$ cat src/rtl/parking_pkg.sv
// Shared definitions for the parking exit billing path. The controller
// uses the same timestamp width, so both sides agree on TIME_W here.
package parking_pkg;

  typedef enum logic [1:0] {
    IDLE = 2'd0,
    READ = 2'd1,
    CALC = 2'd2,
    DONE = 2'd3
  } state_e;

  localparam int TIME_W       = 8;
  localparam int DEFAULT_RATE = 2;

endpackage

$ cat src/rtl/parking_exit_billing_if.sv
// Bundle of the queue-write, exit-request and billing-result signals.
// master = controller/gate side, slave = billing block.
interface parking_exit_billing_if
  import parking_pkg::*;
#(
  parameter int DEPTH  = 8,
  parameter int DATA_W = TIME_W,
  parameter int FEE_W  = 12
);

  logic                     enQ;
  logic [DATA_W-1:0]        data_Q;
  logic                     exit_req;
  logic [DATA_W-1:0]        cur_time;
  logic [FEE_W-1:0]         fee;
  logic [DATA_W-1:0]        duration;
  logic                     fee_valid;
  logic                     busy;
  logic [$clog2(DEPTH):0]   count;
  logic                     full;
  logic                     empty;
  logic                     overflow;
  logic                     err_empty;

  modport master (
    output enQ, data_Q, exit_req, cur_time,
    input  fee, duration, fee_valid, busy, count, full, empty, overflow, err_empty
  );

  modport slave (
    input  enQ, data_Q, exit_req, cur_time,
    output fee, duration, fee_valid, busy, count, full, empty, overflow, err_empty
  );

endinterface

$ cat src/rtl/parking_exit_billing_ts_fifo.sv
// In-order timestamp store. The head entry is visible combinationally on
// rd_data; count/full/empty/overflow are registered.
module ts_fifo #(
  parameter int DEPTH  = 8,
  parameter int DATA_W = 8
) (
  input  logic                   clock,
  input  logic                   reset,
  input  logic                   wr_en,
  input  logic [DATA_W-1:0]      wr_data,
  input  logic                   rd_en,
  output logic [DATA_W-1:0]      rd_data,
  output logic [$clog2(DEPTH):0] count,
  output logic                   full,
  output logic                   empty,
  output logic                   overflow
);

  localparam int PTR_W = $clog2(DEPTH);
  localparam int CNT_W = PTR_W + 1;

  logic [DATA_W-1:0] mem [DEPTH];

  logic [PTR_W-1:0] wr_ptr_q, wr_ptr_d;
  logic [PTR_W-1:0] rd_ptr_q, rd_ptr_d;
  logic [CNT_W-1:0] count_q, count_d;
  logic             full_q, full_d;
  logic             empty_q, empty_d;
  logic             overflow_q, overflow_d;
  logic             wr_ok;
  logic             rd_ok;

  // Next-state for pointers and occupancy; the full check uses the
  // pre-edge count so a write while full is dropped even during a pop.
  always_comb begin
    wr_ok      = wr_en && (count_q != CNT_W'(DEPTH));
    rd_ok      = rd_en && (count_q != '0);
    wr_ptr_d   = wr_ok ? wr_ptr_q + PTR_W'(1) : wr_ptr_q;
    rd_ptr_d   = rd_ok ? rd_ptr_q + PTR_W'(1) : rd_ptr_q;
    count_d    = count_q + CNT_W'(wr_ok) - CNT_W'(rd_ok);
    full_d     = (count_d == CNT_W'(DEPTH));
    empty_d    = (count_d == '0);
    overflow_d = wr_en && !wr_ok;
  end

  // Pointer, count and status registers.
  always_ff @(posedge clock or negedge reset) begin
    if (!reset) begin
      wr_ptr_q   <= '0;
      rd_ptr_q   <= '0;
      count_q    <= '0;
      full_q     <= 1'b0;
      empty_q    <= 1'b1;
      overflow_q <= 1'b0;
    end else begin
      wr_ptr_q   <= wr_ptr_d;
      rd_ptr_q   <= rd_ptr_d;
      count_q    <= count_d;
      full_q     <= full_d;
      empty_q    <= empty_d;
      overflow_q <= overflow_d;
    end
  end

  // Storage array; contents after reset are don't-care, so no reset here.
  always_ff @(posedge clock) begin
    if (wr_ok) begin
      mem[wr_ptr_q] <= wr_data;
    end
  end

  assign rd_data  = mem[rd_ptr_q];
  assign count    = count_q;
  assign full     = full_q;
  assign empty    = empty_q;
  assign overflow = overflow_q;

endmodule

$ cat src/rtl/parking_exit_billing.sv
// Exit-gate billing: pops the oldest entry timestamp on an exit request,
// computes the (wrapping) parked duration and the saturated fee.
module parking_exit_billing
  import parking_pkg::*;
#(
  parameter int DEPTH  = 8,
  parameter int DATA_W = TIME_W,
  parameter int RATE   = DEFAULT_RATE,
  parameter int FEE_W  = 12
) (
  input  logic                  clock,
  input  logic                  reset,
  parking_exit_billing_if.slave bus
);

  localparam int PROD_W = DATA_W + 32;

  state_e            state_q, state_d;
  logic [DATA_W-1:0] t_in_q, t_in_d;
  logic [DATA_W-1:0] t_out_q, t_out_d;
  logic [DATA_W-1:0] duration_q, duration_d;
  logic [FEE_W-1:0]  fee_q, fee_d;
  logic              fee_valid_q, fee_valid_d;
  logic              busy_q, busy_d;
  logic              err_empty_q, err_empty_d;
  logic              pop;
  logic [PROD_W-1:0] product;

  logic [DATA_W-1:0]      head;
  logic [$clog2(DEPTH):0] fifo_count;
  logic                   fifo_full;
  logic                   fifo_empty;
  logic                   fifo_overflow;

  ts_fifo #(
    .DEPTH  (DEPTH),
    .DATA_W (DATA_W)
  ) u_fifo (
    .clock    (clock),
    .reset    (reset),
    .wr_en    (bus.enQ),
    .wr_data  (bus.data_Q),
    .rd_en    (pop),
    .rd_data  (head),
    .count    (fifo_count),
    .full     (fifo_full),
    .empty    (fifo_empty),
    .overflow (fifo_overflow)
  );

  // Billing sequencer: IDLE -> READ (latch + pop) -> CALC -> DONE (pulse).
  always_comb begin
    state_d     = state_q;
    t_in_d      = t_in_q;
    t_out_d     = t_out_q;
    duration_d  = duration_q;
    fee_d       = fee_q;
    fee_valid_d = 1'b0;
    err_empty_d = 1'b0;
    pop         = 1'b0;
    product     = '0;
    case (state_q)
      IDLE: begin
        if (bus.exit_req) begin
          if (fifo_empty) begin
            err_empty_d = 1'b1;
          end else begin
            state_d = READ;
          end
        end
      end
      READ: begin
        t_in_d  = head;
        t_out_d = bus.cur_time;
        pop     = 1'b1;
        state_d = CALC;
      end
      CALC: begin
        duration_d  = t_out_q - t_in_q;
        product     = PROD_W'(duration_d) * PROD_W'(RATE);
        if (product[PROD_W-1:FEE_W] != '0) begin
          fee_d = '1;
        end else begin
          fee_d = product[FEE_W-1:0];
        end
        fee_valid_d = 1'b1;
        state_d     = DONE;
      end
      DONE: begin
        state_d = IDLE;
      end
      default: begin
        state_d = IDLE;
      end
    endcase
    busy_d = (state_d != IDLE);
  end

  // Registered state and outputs; reset aborts any computation in flight.
  always_ff @(posedge clock or negedge reset) begin
    if (!reset) begin
      state_q     <= IDLE;
      t_in_q      <= '0;
      t_out_q     <= '0;
      duration_q  <= '0;
      fee_q       <= '0;
      fee_valid_q <= 1'b0;
      busy_q      <= 1'b0;
      err_empty_q <= 1'b0;
    end else begin
      state_q     <= state_d;
      t_in_q      <= t_in_d;
      t_out_q     <= t_out_d;
      duration_q  <= duration_d;
      fee_q       <= fee_d;
      fee_valid_q <= fee_valid_d;
      busy_q      <= busy_d;
      err_empty_q <= err_empty_d;
    end
  end

  assign bus.fee       = fee_q;
  assign bus.duration  = duration_q;
  assign bus.fee_valid = fee_valid_q;
  assign bus.busy      = busy_q;
  assign bus.err_empty = err_empty_q;
  assign bus.count     = fifo_count;
  assign bus.full      = fifo_full;
  assign bus.empty     = fifo_empty;
  assign bus.overflow  = fifo_overflow;

endmodule

$ cat src/flat_wrapper.sv
// flat-port wrapper written by rule: the top's interface ports become plain ports
module parking_exit_billing_flat import parking_pkg::*;
#(
  parameter int DEPTH  = 8,
  parameter int DATA_W = TIME_W,
  parameter int RATE   = DEFAULT_RATE,
  parameter int FEE_W  = 12
)
  (clock, reset, bus_enQ, bus_data_Q, bus_exit_req, bus_cur_time, bus_fee, bus_duration, bus_fee_valid, bus_busy, bus_count, bus_full, bus_empty, bus_overflow, bus_err_empty);
  parking_exit_billing_if #(.DEPTH(DEPTH), .DATA_W(DATA_W), .FEE_W(FEE_W)) bus_i ();
  input  logic clock;
  input  logic reset;
  input wire logic [$bits(bus_i.enQ)-1:0] bus_enQ;
  input wire logic [$bits(bus_i.data_Q)-1:0] bus_data_Q;
  input wire logic [$bits(bus_i.exit_req)-1:0] bus_exit_req;
  input wire logic [$bits(bus_i.cur_time)-1:0] bus_cur_time;
  output wire logic [$bits(bus_i.fee)-1:0] bus_fee;
  output wire logic [$bits(bus_i.duration)-1:0] bus_duration;
  output wire logic [$bits(bus_i.fee_valid)-1:0] bus_fee_valid;
  output wire logic [$bits(bus_i.busy)-1:0] bus_busy;
  output wire logic [$bits(bus_i.count)-1:0] bus_count;
  output wire logic [$bits(bus_i.full)-1:0] bus_full;
  output wire logic [$bits(bus_i.empty)-1:0] bus_empty;
  output wire logic [$bits(bus_i.overflow)-1:0] bus_overflow;
  output wire logic [$bits(bus_i.err_empty)-1:0] bus_err_empty;
  assign bus_i.enQ = bus_enQ;
  assign bus_i.data_Q = bus_data_Q;
  assign bus_i.exit_req = bus_exit_req;
  assign bus_i.cur_time = bus_cur_time;
  assign bus_fee = bus_i.fee;
  assign bus_duration = bus_i.duration;
  assign bus_fee_valid = bus_i.fee_valid;
  assign bus_busy = bus_i.busy;
  assign bus_count = bus_i.count;
  assign bus_full = bus_i.full;
  assign bus_empty = bus_i.empty;
  assign bus_overflow = bus_i.overflow;
  assign bus_err_empty = bus_i.err_empty;
  parking_exit_billing #(.DEPTH(DEPTH), .DATA_W(DATA_W), .RATE(RATE), .FEE_W(FEE_W)) u_core (.clock(clock), .reset(reset), .bus(bus_i));
endmodule
$ cat config.mk
export PLATFORM = sky130hd
export DESIGN_NAME = parking_exit_billing_flat
export DESIGN_NICKNAME = d
export VERILOG_FILES = /design/src/rtl/parking_pkg.sv /design/src/rtl/parking_exit_billing_if.sv /design/src/rtl/parking_exit_billing_ts_fifo.sv /design/src/rtl/parking_exit_billing.sv /design/src/flat_wrapper.sv
export SDC_FILE = /design/constraint.sdc
export NUM_CORES = 1
export LEC_CHECK = 0
export CORE_MARGIN = 8
export CORE_UTILIZATION = 51
export CTS_CLUSTER_SIZE = 10
export DETAILED_ROUTE_END_ITERATION = 16
export GPL_ROUTABILITY_DRIVEN = 1
export PLACE_DENSITY = 0.84
export RECOVER_POWER = 100
export SLEW_MARGIN = 20
export SYNTH_ARGS = -nofsm -noshare
export SYNTH_HDL_FRONTEND = slang
export SYNTH_SLANG_ARGS = --single-unit
export TNS_END_PERCENT = 1
$ cat constraint.sdc
create_clock -name clock -period 2.7 [get_ports clock]
set_clock_uncertainty 0.15 [all_clocks]
set_input_delay 0.54 -clock clock [delete_from_list [all_inputs] [get_ports clock]]
set_output_delay 0.54 -clock clock [all_outputs]
set_load 0.03 [all_outputs]
; ---- Word-level counts from Yosys, hierarchy flattened
; Memory sizes are Yosys's and may differ from the RTL's. A register that Yosys moved wholly into a read port is not among the register bits.
; Index checks and enable logic that the tools add are counted.
[totals]
ff_bits = 34
mem_bits_rw = 64
output_inout_bits = 30
wordCells = 42
mem_count = 1
[memory_table]
columns = name, depth, word_bits, rd, rd_clocked_by_memory_dff, wr, line
row1 = u_core.u_fifo.mem, 8, 8, 1, 1, 1, parking_exit_billing_ts_fifo.sv:22  ; logic [DATA_W-1:0] mem [DEPTH];
[classes]
n_addsub = 5
n_eq_ne = 5
n_mux = 10
reduce_logical = 9
[ops]
columns = op, n
row1 = 2-bit one-hot mux with 4 select lines, 1
row2 = 8-bit subtractor, 1
row3 = 1-bit 2-to-1 mux, 7
row4 = "3-bit by 1-bit adder with 3-bit output, second input constant", 2
row5 = 4-bit by 1-bit adder with 4-bit output, 1
row6 = "2-bit equality test, second input constant", 2
row7 = "4-bit equality test, second input constant", 1
row8 = 4-bit logical NOT, 1
row9 = 2-bit 2-to-1 mux, 2
row10 = "4-bit inequality test, second input constant", 1
row11 = 4-bit nonzero test, 1
row12 = 4-bit by 1-bit subtractor with 4-bit output, 1
row13 = 1-bit logical AND, 3
row14 = "2-bit by 1-bit equality test with 1-bit output, second input constant", 1
row15 = 1-bit logical NOT, 2
row16 = 2-bit logical NOT, 1
row17 = 2-bit nonzero test, 1

; ---- Depth between registers and ports, before layout
; Gate-level depths: netlist of the first run.
[depth]
depth_word = 5
depth_mapped = 12
depth_no_buf = 12

; ---- Modules after synthesis
; From an unflattened synthesis of the first run, not the netlist that was laid out.
[hier_totals]
cells_unflattened = 300
hier_area_um2 = 4724.5
[by_module_without_submodules]
columns = mod, instances, cells_each, area_each_um2
row1 = ts_fifo, 1, 154, 3171.8
row2 = parking_exit_billing, 1, 146, 1552.7

; ---- Least setup slack after synthesis of the first run
; No wires, ideal clock.
[synth_path]
path_type = register to register
startpoint = register u_core.u_fifo.count_q[2], in the netlist u_core.u_fifo.count[2]
endpoint = register u_core.u_fifo.full_q, in the netlist u_core.u_fifo.full
arrival_ps = 2687
slack_ps = -210
path_stages_with_launch = 13
n_path_buf = 0
synth_period_minus_slack_ps = 2910
path_cell_list = dfrtp_1 -> inv_1 -> ha_1 -> a21boi_1 -> inv_1 -> ha_1 -> inv_1 -> ha_1 -> inv_1 -> fa_1 -> inv_1 -> or3_1 -> nor2b_1
[synth_between]
elab_chain_len = 5
[synth_rtl]
columns = item, line
row1 = from (decl), parking_exit_billing_ts_fifo.sv:26  ; logic [CNT_W-1:0] count_q, count_d;
row2 = from (signal assigned), parking_exit_billing_ts_fifo.sv:58  ; count_q <= count_d;
row3 = 4-bit inequality test, parking_exit_billing_ts_fifo.sv:36  ; wr_ok = wr_en && (count_q != CNT_W'(DEPTH));
row4 = 1-bit logical AND, parking_exit_billing_ts_fifo.sv:36
row5 = 4-bit by 1-bit adder with 4-bit output, parking_exit_billing_ts_fifo.sv:40  ; count_d = count_q + CNT_W'(wr_ok) - CNT_W'(rd_ok);
row6 = 4-bit by 1-bit subtractor with 4-bit output (*), parking_exit_billing_ts_fifo.sv:40
row7 = net u_core.u_fifo.count_d[1], parking_exit_billing_ts_fifo.sv:26
row8 = 4-bit equality test (*), parking_exit_billing_ts_fifo.sv:41  ; full_d = (count_d == CNT_W'(DEPTH));
row9 = net u_core.u_fifo.full_d, parking_exit_billing_ts_fifo.sv:27  ; logic full_q, full_d;
row10 = to (signal assigned), parking_exit_billing_ts_fifo.sv:59  ; full_q <= full_d;
row11 = to (decl), parking_exit_billing_ts_fifo.sv:27
; The timed path passes the listed nets; every way through them passes the cells marked *.
; A chain may end at the register's enable or synchronous reset.

; ---- Worst setup path in the final report of the first run
[layout_path]
startpoint = register u_core.u_fifo.count_q[3], in the netlist u_core.u_fifo.count[3]
endpoint = register u_core.u_fifo.full_q, in the netlist u_core.u_fifo.full
; The elaborated chain is that of the path after synthesis.

==> results of run 1 <==
==> sequential cells by signal, summed over array words and instances (netlist names) <==
signal,count
u_core.t_out_q,8
u_core.state_q,2
u_core.bus.busy,1
u_core.bus.duration,8
u_core.u_fifo.wr_ptr_q,3
u_core.u_fifo.rd_ptr_q,3
u_core.u_fifo.overflow,1
u_core.u_fifo.full,1
u_core.bus.err_empty,1
u_core.u_fifo.count,4
u_core.u_fifo.empty,1
u_core.bus.fee_valid,1
u_core.u_fifo.mem,64
u_core.t_in_q,8
==> layout by cell type, fill, tap and decap left out, types with 3 or more instances in the layout <==
master	n
mux4_1	7
xor2_1	3
dfrtp_2	3
o21ai_0	7
edfxtp_1	64
mux4_2	9
mux2_2	8
ha_1	16
a211oi_1	4
dlygate4sd3_1	35
clkbuf_1	11
a21oi_1	11
nand2b_1	5
mux2i_1	8
nor2_1	18
dfrtp_1	38
inv_1	19
xnor2_1	4
nand2_1	19
buf_4	4
conb_1	4
nor3_1	4
clkdlybuf4s50_1	9
clkbuf_8	9
nor2b_1	4
==> area by class of cell <==
class                   instances  area [sq um]  area share, %
well taps                     111         138.9          2.550
clock inverters                 7         81.33          1.493
flip-flops and latches        106          2978          54.68
inverters                      21         78.83          1.447
multi-input cells             164          1501          27.57
clock buffers                   9         123.9          2.274
repair buffers                 63         544.3          9.993
==> how the worst max path moves through the flow <==
stage                                     start  cells after the start                           end  slack, ns
2_1_floorplan  u_core.u_fifo.count[2]$_DFF_PN0_                     12  u_core.u_fifo.full$_DFF_PN0_      0.003
3_3_place_gp                            bus_enQ                     11  u_core.u_fifo.full$_DFF_PN0_      -0.31
3_5_place_dp                            bus_enQ                     11  u_core.u_fifo.full$_DFF_PN0_      -0.40
4_1_cts        u_core.u_fifo.count[1]$_DFF_PN0_                     11  u_core.u_fifo.full$_DFF_PN0_      0.003
5_1_grt        u_core.u_fifo.count[2]$_DFF_PN0_                     11  u_core.u_fifo.full$_DFF_PN0_       0.03
6_report       u_core.u_fifo.count[3]$_DFF_PN0_                     11  u_core.u_fifo.full$_DFF_PN0_       0.12
==> power groups by stage <==
stage                     clock, W  combinational (W)  sequential (W)
final                     0.000975            0.00285         0.00250
after global routing       0.00108            0.00317         0.00257
after CTS                 0.000999            0.00291         0.00250
after detailed placement         0            0.00289         0.00254
after global placement           0            0.00278         0.00251
after floorplan                  0            0.00203         0.00263
==> worst register-to-register path, stage by stage, from the launching register on <==
cell and delay, ns:
dfrtp_2 0.45, ha_4 0.17, a21boi_2 0.13, inv_1 0.07, ha_1 0.27, inv_1 0.06
ha_1 0.16, inv_1 0.06, fa_1 0.48, inv_1 0.05, or3_4 0.38, nor2b_1 0.10
==> routing by layer <==
layer	wire [um]	up-vias
met5	0	-
met1	3415	1268
met4	75	0
met2	4077	56
met3	381	8
li1	-	1236
==> stage by stage <==
step / setup TNS, ns / instance area [sq um] / std cells / power [W] / setup slack, ns
6_report: 0 / 5446 / 481 / 0.006324 / 0.1202
5_1_grt: 0 / 5446 / 481 / 0.006813 / 0.03498
4_1_cts: 0 / 5425 / 479 / 0.006410 / 0.003481
3_5_place_dp: -0.7567 / 5202 / 461 / 0.005429 / -0.3951
3_3_place_gp: -0.5983 / 5202 / 461 / 0.005285 / -0.3085
2_1_floorplan: 0 / 4673 / 313 / 0.004664 / 0.003004
==> repair_timing <==
| item | CTS | global route |
|---|---|---|
| gates resized for setup | 0 | 11 |
| pin swaps | 0 | 2 |
| setup buffers | 1 | 2 |
| hold endpoints to repair | 10 | 0 |
| hold buffers | 1 | 0 |
| setup endpoints to repair | 1 | 2 |
==> logic make-up (layout without fill, tap and decap cells) <==
logic type,after synthesis,count (layout)
mux,32,32
xor+xnor,7,7
buf+inv,43,100
fa+ha+maj,21,21
other cells,1,4
simple gates,65,65
compound gates,35,35
flops,106,106
==> metrics.sh, run 1 <==
RUN_STATUS='completed'
FMAX_MHz=387.6
CP_COMMON_CELL='inv_1'
WORSTMARGINPINSLEW_NS=1.058
DIE_W_UM=111.5
FINALCRITICALPERIOD_NS=2.580
POWER.SWITCHING_W=0.002484
SETUP.WORST_PATH.CLASS='register to register'
COMBINATIONAL_FAMILY_WITH_THE_MOST_AREA_AFTER_SYNTHESIS='multiplexers'
FINAL_NETS=406
TIMING.RR.START='u_core.u_fifo.count[3]$_DFF_PN0_'
SYNTH_SEQUENTIAL_AREA_RATIO_PCT=63.98
FIRST_GLOBAL_VIAS=2738
SYNTH_COMPOUND_GATE_AREA_SHARE_PCT=4.818
SLOWEST_STAGE='fa_1'
CLOCK_SINKS=106
CRIT_PATH_MAX_FANOUT=3
CORE-AREA_SQ_UM=9021
CP.REQUIRED_NS=2.86
ASYNCSETRESETFLOPFRACSYNTH_PCT=39.62
CAP_VIOLATIONS=0
GLOBAL_ROUTE.USAGE.MET3_PCT=4.355
VIAS_PER_CELL=5.339
CLOCK_TREE_FROM_TRITONCTS='yes'
CRITICAL_PATH_ENDPOINT_CATEGORY='register'
POWERDENSITY_nW_PER_UM2=1161
CPPEAKSTAGEDELAY_NS=0.48
SYNTH_SIMPLE_GATE_AREA_SHARE_PCT=6.703
MAX-VDD-IR-DROP_uV=413.9
SYNTH-EDFF-COUNT=64
SLEW-LIMIT-HEADROOM_PCT=29.49
CLOCK_TREE.HTREE_LEVEL_COUNT=3
RRSETUPSLACK_NS=0.12
CTS.CLK_SLEW.WORST_PATHS_NS=0.11
YS_FF_LATCH=106
ROUTE.FINAL.WIRE_LENGTH_UM=7950
TIMING.CRITICAL_PATH.CELLS='ha_4 > a21boi_2 > inv_1 > ha_1 > inv_1 > ha_1 > inv_1 > fa_1 > inv_1 > or3_4 > nor2b_1'
SYNTH-WARNING-COUNT=0
GLOBAL_ROUTE.PEAK_USAGE_LAYER='met2'
GP_CONGESTION=0.7770
TIMING_MAX_TRANSITION_VIOLATIONS_FINAL=0
SHARE_COMB_OF_TOTAL_POWER_PCT=45.0
INITIAL_UTILIZATION_PCT=51.53
DRC_ERRORS=0
POST-ROUTE-PERIOD-UTIL_PCT=95.55
ROUTE.ANTENNA.REMAINING_NETS=0
GRT_OVERFLOW=0
POST_SYNTHESIS_MUX_AREA_SHARE_PCT=11.98
YOSYS.AREA_SHARE.XOR_XNOR_PCT=1.319
CTS_BUFFER_DEPTH=2
PATH_DELAY_FAMILY='adder cells'
ROOT_BUFFER='clkbuf_8'
GRT_SETUP_UNREPAIRED='false'
POWER.SHARE.SWITCHING_PCT=39.27
DETAIL_ROUTE.FIRST_PASS.ITERATIONS=4
GRT_ANTENNA_BEFORE_REPAIR=0
MIN_PATH_CELLS=2
NETLIST.TOP_CELL.BY_AREA='edfxtp_1'
ENDPOINT_WORST_HOLD='u_core.u_fifo.overflow$_DFF_PN0_'
WL_PER_CELL_UM=16.53
PIN_COUNT_OF_THE_BIGGEST_NET_ENTERING_GLOBAL_ROUTING=32
TIMING.HOLD.WORST.START='bus_enQ'
FILLERS=691
NETLIST.AREA_LEADER.SHARE_PCT=41.35
SYNTHTOPCELLSBYCOUNT='64 x edfxtp_1, 41 x dfrtp_1, 20 x inv_1'
GLOBALROUTEMET1UTIL_PCT=15.90
IO_PINS=50
WORST_HOLD_SLACK_NS=0.2879
SYNTHTOPCELLSBYAREA='edfxtp_1 41%, dfrtp_1 22%, ha_1 5.1%'
POST_SYNTH_NUM_CELL_TYPES=47
SYNTHTOLAYOUTAREAGROWTH_PCT=17.17
HOLDCRITPATHCLASS='input port to register'
PATH_BUF_INV=4
FINALHOLDVIOLATIONS=0
FINALSETUPVIOLCOUNT=0
POST_ROUTE_CELLS_DRIVE_ABOVE_1_SHARE_PCT=14.59
GRT_PASS1_WL_UM=13280
CP.ARRIVAL_NS=2.74
FLOORPLAN.DIE_AREA_SQ_UM=12420
SYNTHCELLS=310
CLKPWRFRAC_PCT=15.4
SYNTH_AREA_SQ_UM=4648
SYNTH_FF_TYPE='edfxtp_1'
N_ANTENNA_CELL=0
ROWS=35
LIBRARY_CELL_WITH_THE_HIGHEST_INSTANCE_COUNT_AFTER_SYNTHESIS='edfxtp_1'
YOSYS.AREA_SHARE.ADDER_PCT=5.976
VIOLATION_COUNT_AFTER_THE_FIRST_DETAILED_ROUTING_ITERATION=88
WORST_SKEW_PAIR.LATE_LATENCY_NS=0.37
TRACK_USAGE_PCT=13.40
LEAKAGEPOWER_nW=2.133
CTS_MADE_BUFFERS=9
CP-START-KIND='register'
P_INT_W=0.003840
SEQ_POWER_SHARE_PCT=39.6
DP.FINAL_HPWL_UM=5608
DIE_H_UM=111.5
VIA_COUNT_OF_THE_ROUTED_DESIGN=2568
NUMBER_OF_CELLS_TRAVERSED_BY_THE_WORST_REGISTER_TO_REGISTER_PATH=11
GRT_UTIL_MET2_PCT=22.56
FINALCOREUTILIZATION_PCT=60.37
PORT_BUFFERS=45
POSTSYNTHAREAPERCELL_SQ_UM=14.99
REG2REG_CAPTURE_POINT='u_core.u_fifo.full$_DFF_PN0_'
No activity file was read; power rests on OpenSTA's default activity.
==> inputs of run 2 (changes only) <==
- CORE_UTILIZATION: 51 -> 55
- PLACE_DENSITY: 0.84 -> 0.86
- clock period: 2.7 -> 2.6 ns (I/O delays scaled with it)
==> run 2 against run 1 <==
Die area fell by 6.2%. Cell count decreased by 0.42%. Combinational power is 14% higher. Critical path depth is the same. Hold slack gained 0.054 ns. Largest cell class unchanged.
==> metrics.sh, run 2 (synthesis gave the netlist of run 1 again) <==
CP.REQUIRED_NS=2.76  # was 2.86 ns
VIA_COUNT_OF_THE_ROUTED_DESIGN=2627  # was 2568
FINALHOLDVIOLATIONS=0  # unchanged
HOLDCRITPATHCLASS='input port to register'  # unchanged
SHARE_COMB_OF_TOTAL_POWER_PCT=47.4  # was 45.0%
GRT_ANTENNA_BEFORE_REPAIR=0  # unchanged
FLOORPLAN.DIE_AREA_SQ_UM=11650  # was 12420 sq um
PORT_BUFFERS=45  # unchanged
DP.FINAL_HPWL_UM=5694  # was 5608 um
DP_CELLS=457  # was 461
FINAL_STANDARD_CELL_AREA_WITHOUT_FILLERS_SQ_UM=5538  # was 5446 sq um
POST_LAYOUT_NONFILLER_INSTANCES=479  # was 481
INITIAL_UTILIZATION_PCT=56.57  # was 51.53%
CP-START-KIND='register'  # unchanged
FIRST_GLOBAL_VIAS=2625  # was 2738
SYNTHTOLAYOUTAREAGROWTH_PCT=19.14  # was 17.17%
POWER.SWITCHING_W=0.002689  # was 0.002484 W
LARGEST_REGISTER_FFS=64  # unchanged
POST-ROUTE-PERIOD-UTIL_PCT=99.16  # was 95.55%
LEAKAGEPOWER_nW=2.158  # was 2.133 nW
SETUP_SLACK_NS=0.02179  # was 0.1202 ns
WORSTMARGINPINSLEW_NS=1.464  # was 1.058 ns
CRIT_PATH_MAX_FANOUT=3  # unchanged
FINALCRITICALPERIOD_NS=2.578  # was 2.580 ns
FILLERS=549  # was 691
NUMBER_OF_CELLS_TRAVERSED_BY_THE_WORST_REGISTER_TO_REGISTER_PATH=11  # unchanged
DRC_ERRORS=0  # unchanged
MET1WIRELENGTH_UM=3244  # was 3415 um
ROOT_BUFFER='clkbuf_8'  # unchanged
CTS_BUFFER_DEPTH=2  # unchanged
MAX-VDD-IR-DROP_uV=539.6  # was 413.9 uV
PRE_CTS_WS_NS=-0.3816  # was -0.3951 ns
FINALSETUPVIOLCOUNT=0  # unchanged
ROWS=33  # was 35
CTS.CLK_SLEW.WORST_PATHS_NS=0.11  # about the same
CLKPWRFRAC_PCT=14.4  # was 15.4%
ROUTE.FINAL.WIRE_LENGTH_UM=8140  # was 7950 um
CP.ARRIVAL_NS=2.74  # about the same
CRITICAL_PATH_ENDPOINT_CATEGORY='register'  # unchanged
MIN_PATH_CELLS=2  # unchanged
CLOCK_TREE_FROM_TRITONCTS='yes'  # unchanged
TRACK_USAGE_PCT=14.43  # was 13.40%
MOST-COMMON-LAYOUT-CELLS='64 x edfxtp_1, 38 x dfrtp_1, 35 x clkdlybuf4s50_1, 19 x nand2_1, 19 x buf_4'  # was 64 x edfxtp_1, 38 x dfrtp_1, 35 x dlygate4sd3_1, 19 x inv_1, 19 x nand2_1
CTS_MADE_BUFFERS=9  # unchanged
SEQ_POWER_SHARE_PCT=38.2  # was 39.6%
POWERDENSITY_nW_PER_UM2=1236  # was 1161 nW/um^2
CLOCK_TREE.HTREE_LEVEL_COUNT=3  # unchanged
REGISTER_AREA_SQ_UM=2978  # unchanged
ROUTE.ANTENNA.REMAINING_NETS=0  # unchanged
MOSTFREQUENTLAYOUTCELL='edfxtp_1'  # unchanged
VIOLATION_COUNT_AFTER_THE_FIRST_DETAILED_ROUTING_ITERATION=153  # was 88
DIE_H_UM=107.9  # was 111.5 um
TIMING_MAX_TRANSITION_VIOLATIONS_FINAL=0  # unchanged
POST_ROUTE_CELLS_DRIVE_ABOVE_1_SHARE_PCT=19.52  # was 14.59%
P_INT_W=0.004158  # was 0.003840 W
CLOCK_SINKS=106  # unchanged
N_ANTENNA_CELL=0  # unchanged
POWER.SHARE.SWITCHING_PCT=39.27  # about the same
DIE_W_UM=107.9  # was 111.5 um
SETUP.WORST_PATH.CLASS='register to register'  # unchanged
FMAX_MHz=387.9  # was 387.6 MHz
CAP_VIOLATIONS=0  # unchanged
MULTI_INPUT_COMB_AREA_SQ_UM=1544  # was 1501 sq um
SLEW-LIMIT-HEADROOM_PCT=2.401  # was 29.49%
PIN_COUNT_OF_THE_BIGGEST_NET_ENTERING_GLOBAL_ROUTING=28  # was 32
DETAIL_ROUTE.FIRST_PASS.ITERATIONS=4  # unchanged
FINAL_NETS=410  # was 406
VIAS_PER_CELL=5.484  # was 5.339
WL_PER_CELL_UM=16.99  # was 16.53 um
CORE-AREA_SQ_UM=8217  # was 9021 sq um
PLACEDINSTANCEAREA_SQ_UM=5253  # was 5202 sq um
GP_CONGESTION=0.8453  # was 0.7770
RUN_STATUS='completed'  # unchanged
ROUTED-WL-MET2_UM=4239  # was 4077 um
WORST_SKEW_PAIR.LATE_LATENCY_NS=0.37  # about the same
DETAILROUTE.WIRELENGTH.MET3_UM=603  # was 381 um
GRT_PASS1_WL_UM=12890  # was 13280 um
HIGHEST-SIGNAL-LAYER='met4'  # unchanged
TOP_REGISTER_BY_NUMBER_OF_FLIP_FLOPS='u_core.u_fifo.mem'  # unchanged
GRT_OVERFLOW=0  # unchanged
IO_PINS=50  # unchanged
-- run 2: worst paths after layout --
check                                                         from                                    end  slack [ns]
worst min register to register  u_core.bus.duration[0]$_DFFE_PN0P_     u_core.bus.duration[0]$_DFFE_PN0P_        0.37
worst min-delay path                                       bus_enQ       u_core.u_fifo.overflow$_DFF_PN0_        0.34
max in group asynchronous                                    reset       u_core.u_fifo.count[2]$_DFF_PN0_        0.48
min in group asynchronous                                    reset  u_core.u_fifo.wr_ptr_q[2]$_DFFE_PN0P_        0.87
worst max-delay path              u_core.u_fifo.count[3]$_DFF_PN0_           u_core.u_fifo.full$_DFF_PN0_        0.02
worst max register to register    u_core.u_fifo.count[3]$_DFF_PN0_           u_core.u_fifo.full$_DFF_PN0_        0.02
-- run 2: critical path, stage by stage, from the launching register on --
cell and delay, ns:
dfrtp_2 0.46, ha_4 0.18, a21boi_4 0.15, inv_2 0.07, ha_4 0.23, inv_2 0.06, ha_4 0.13, inv_2 0.04
fa_1 0.52, inv_2 0.05, or3_4 0.36, nor2b_1 0.11
-- run 2: timing repair --
item,in CTS,in global routing
pin swaps,0,6
buffers inserted,1,4
resized for setup,2,10
setup endpoints to repair,2,2
hold buffers,1,0
hold endpoints to repair,4,0
-- run 2: area by class of cell --
cell class	instances	area share, %
Clock buffer	9	2.237
Clock inverter	7	1.356
Inverter	21	1.423
Multi-Input combinational cell	164	27.88
Sequential cell	106	53.77
Tap cell	105	2.372
Timing Repair Buffer	67	10.96
-- run 2: per-stage QoR --
| stage | hold slack, ns | util [%] | power (W) | TNS, ns |
|---|---|---|---|---|
| finish | 0.3421 | 67.40 | 0.006847 | 0 |
| global route | 0.3252 | 67.40 | 0.007270 | -0.1278 |
| CTS | 0.3748 | 66.59 | 0.006754 | 0 |
| detailed placement | 0.3513 | 63.93 | 0.005741 | -0.7388 |
| global placement | 0.3396 | 63.93 | 0.005585 | -0.5809 |
| floorplan | 0.07441 | - | 0.004908 | 0 |
-- run 2: power groups by stage --
stage | clock (W) | sequential (W) | combinational [W]
3_3_place_gp | 0 | 0.00261 | 0.00298
5_1_grt | 0.00107 | 0.00268 | 0.00352
4_1_cts | 0.00101 | 0.00261 | 0.00314
6_report | 0.000985 | 0.00261 | 0.00325
3_5_place_dp | 0 | 0.00264 | 0.00310
2_1_floorplan | 0 | 0.00274 | 0.00217
-- run 2: routing by layer --
metal | GRT usage, % | vias to the layer above
li1 | - | 1241
met1 | 16.26 | 1284
met2 | 25.96 | 95
met3 | 4.759 | 7
met4 | 3.271 | 0
met5 | 0 | -
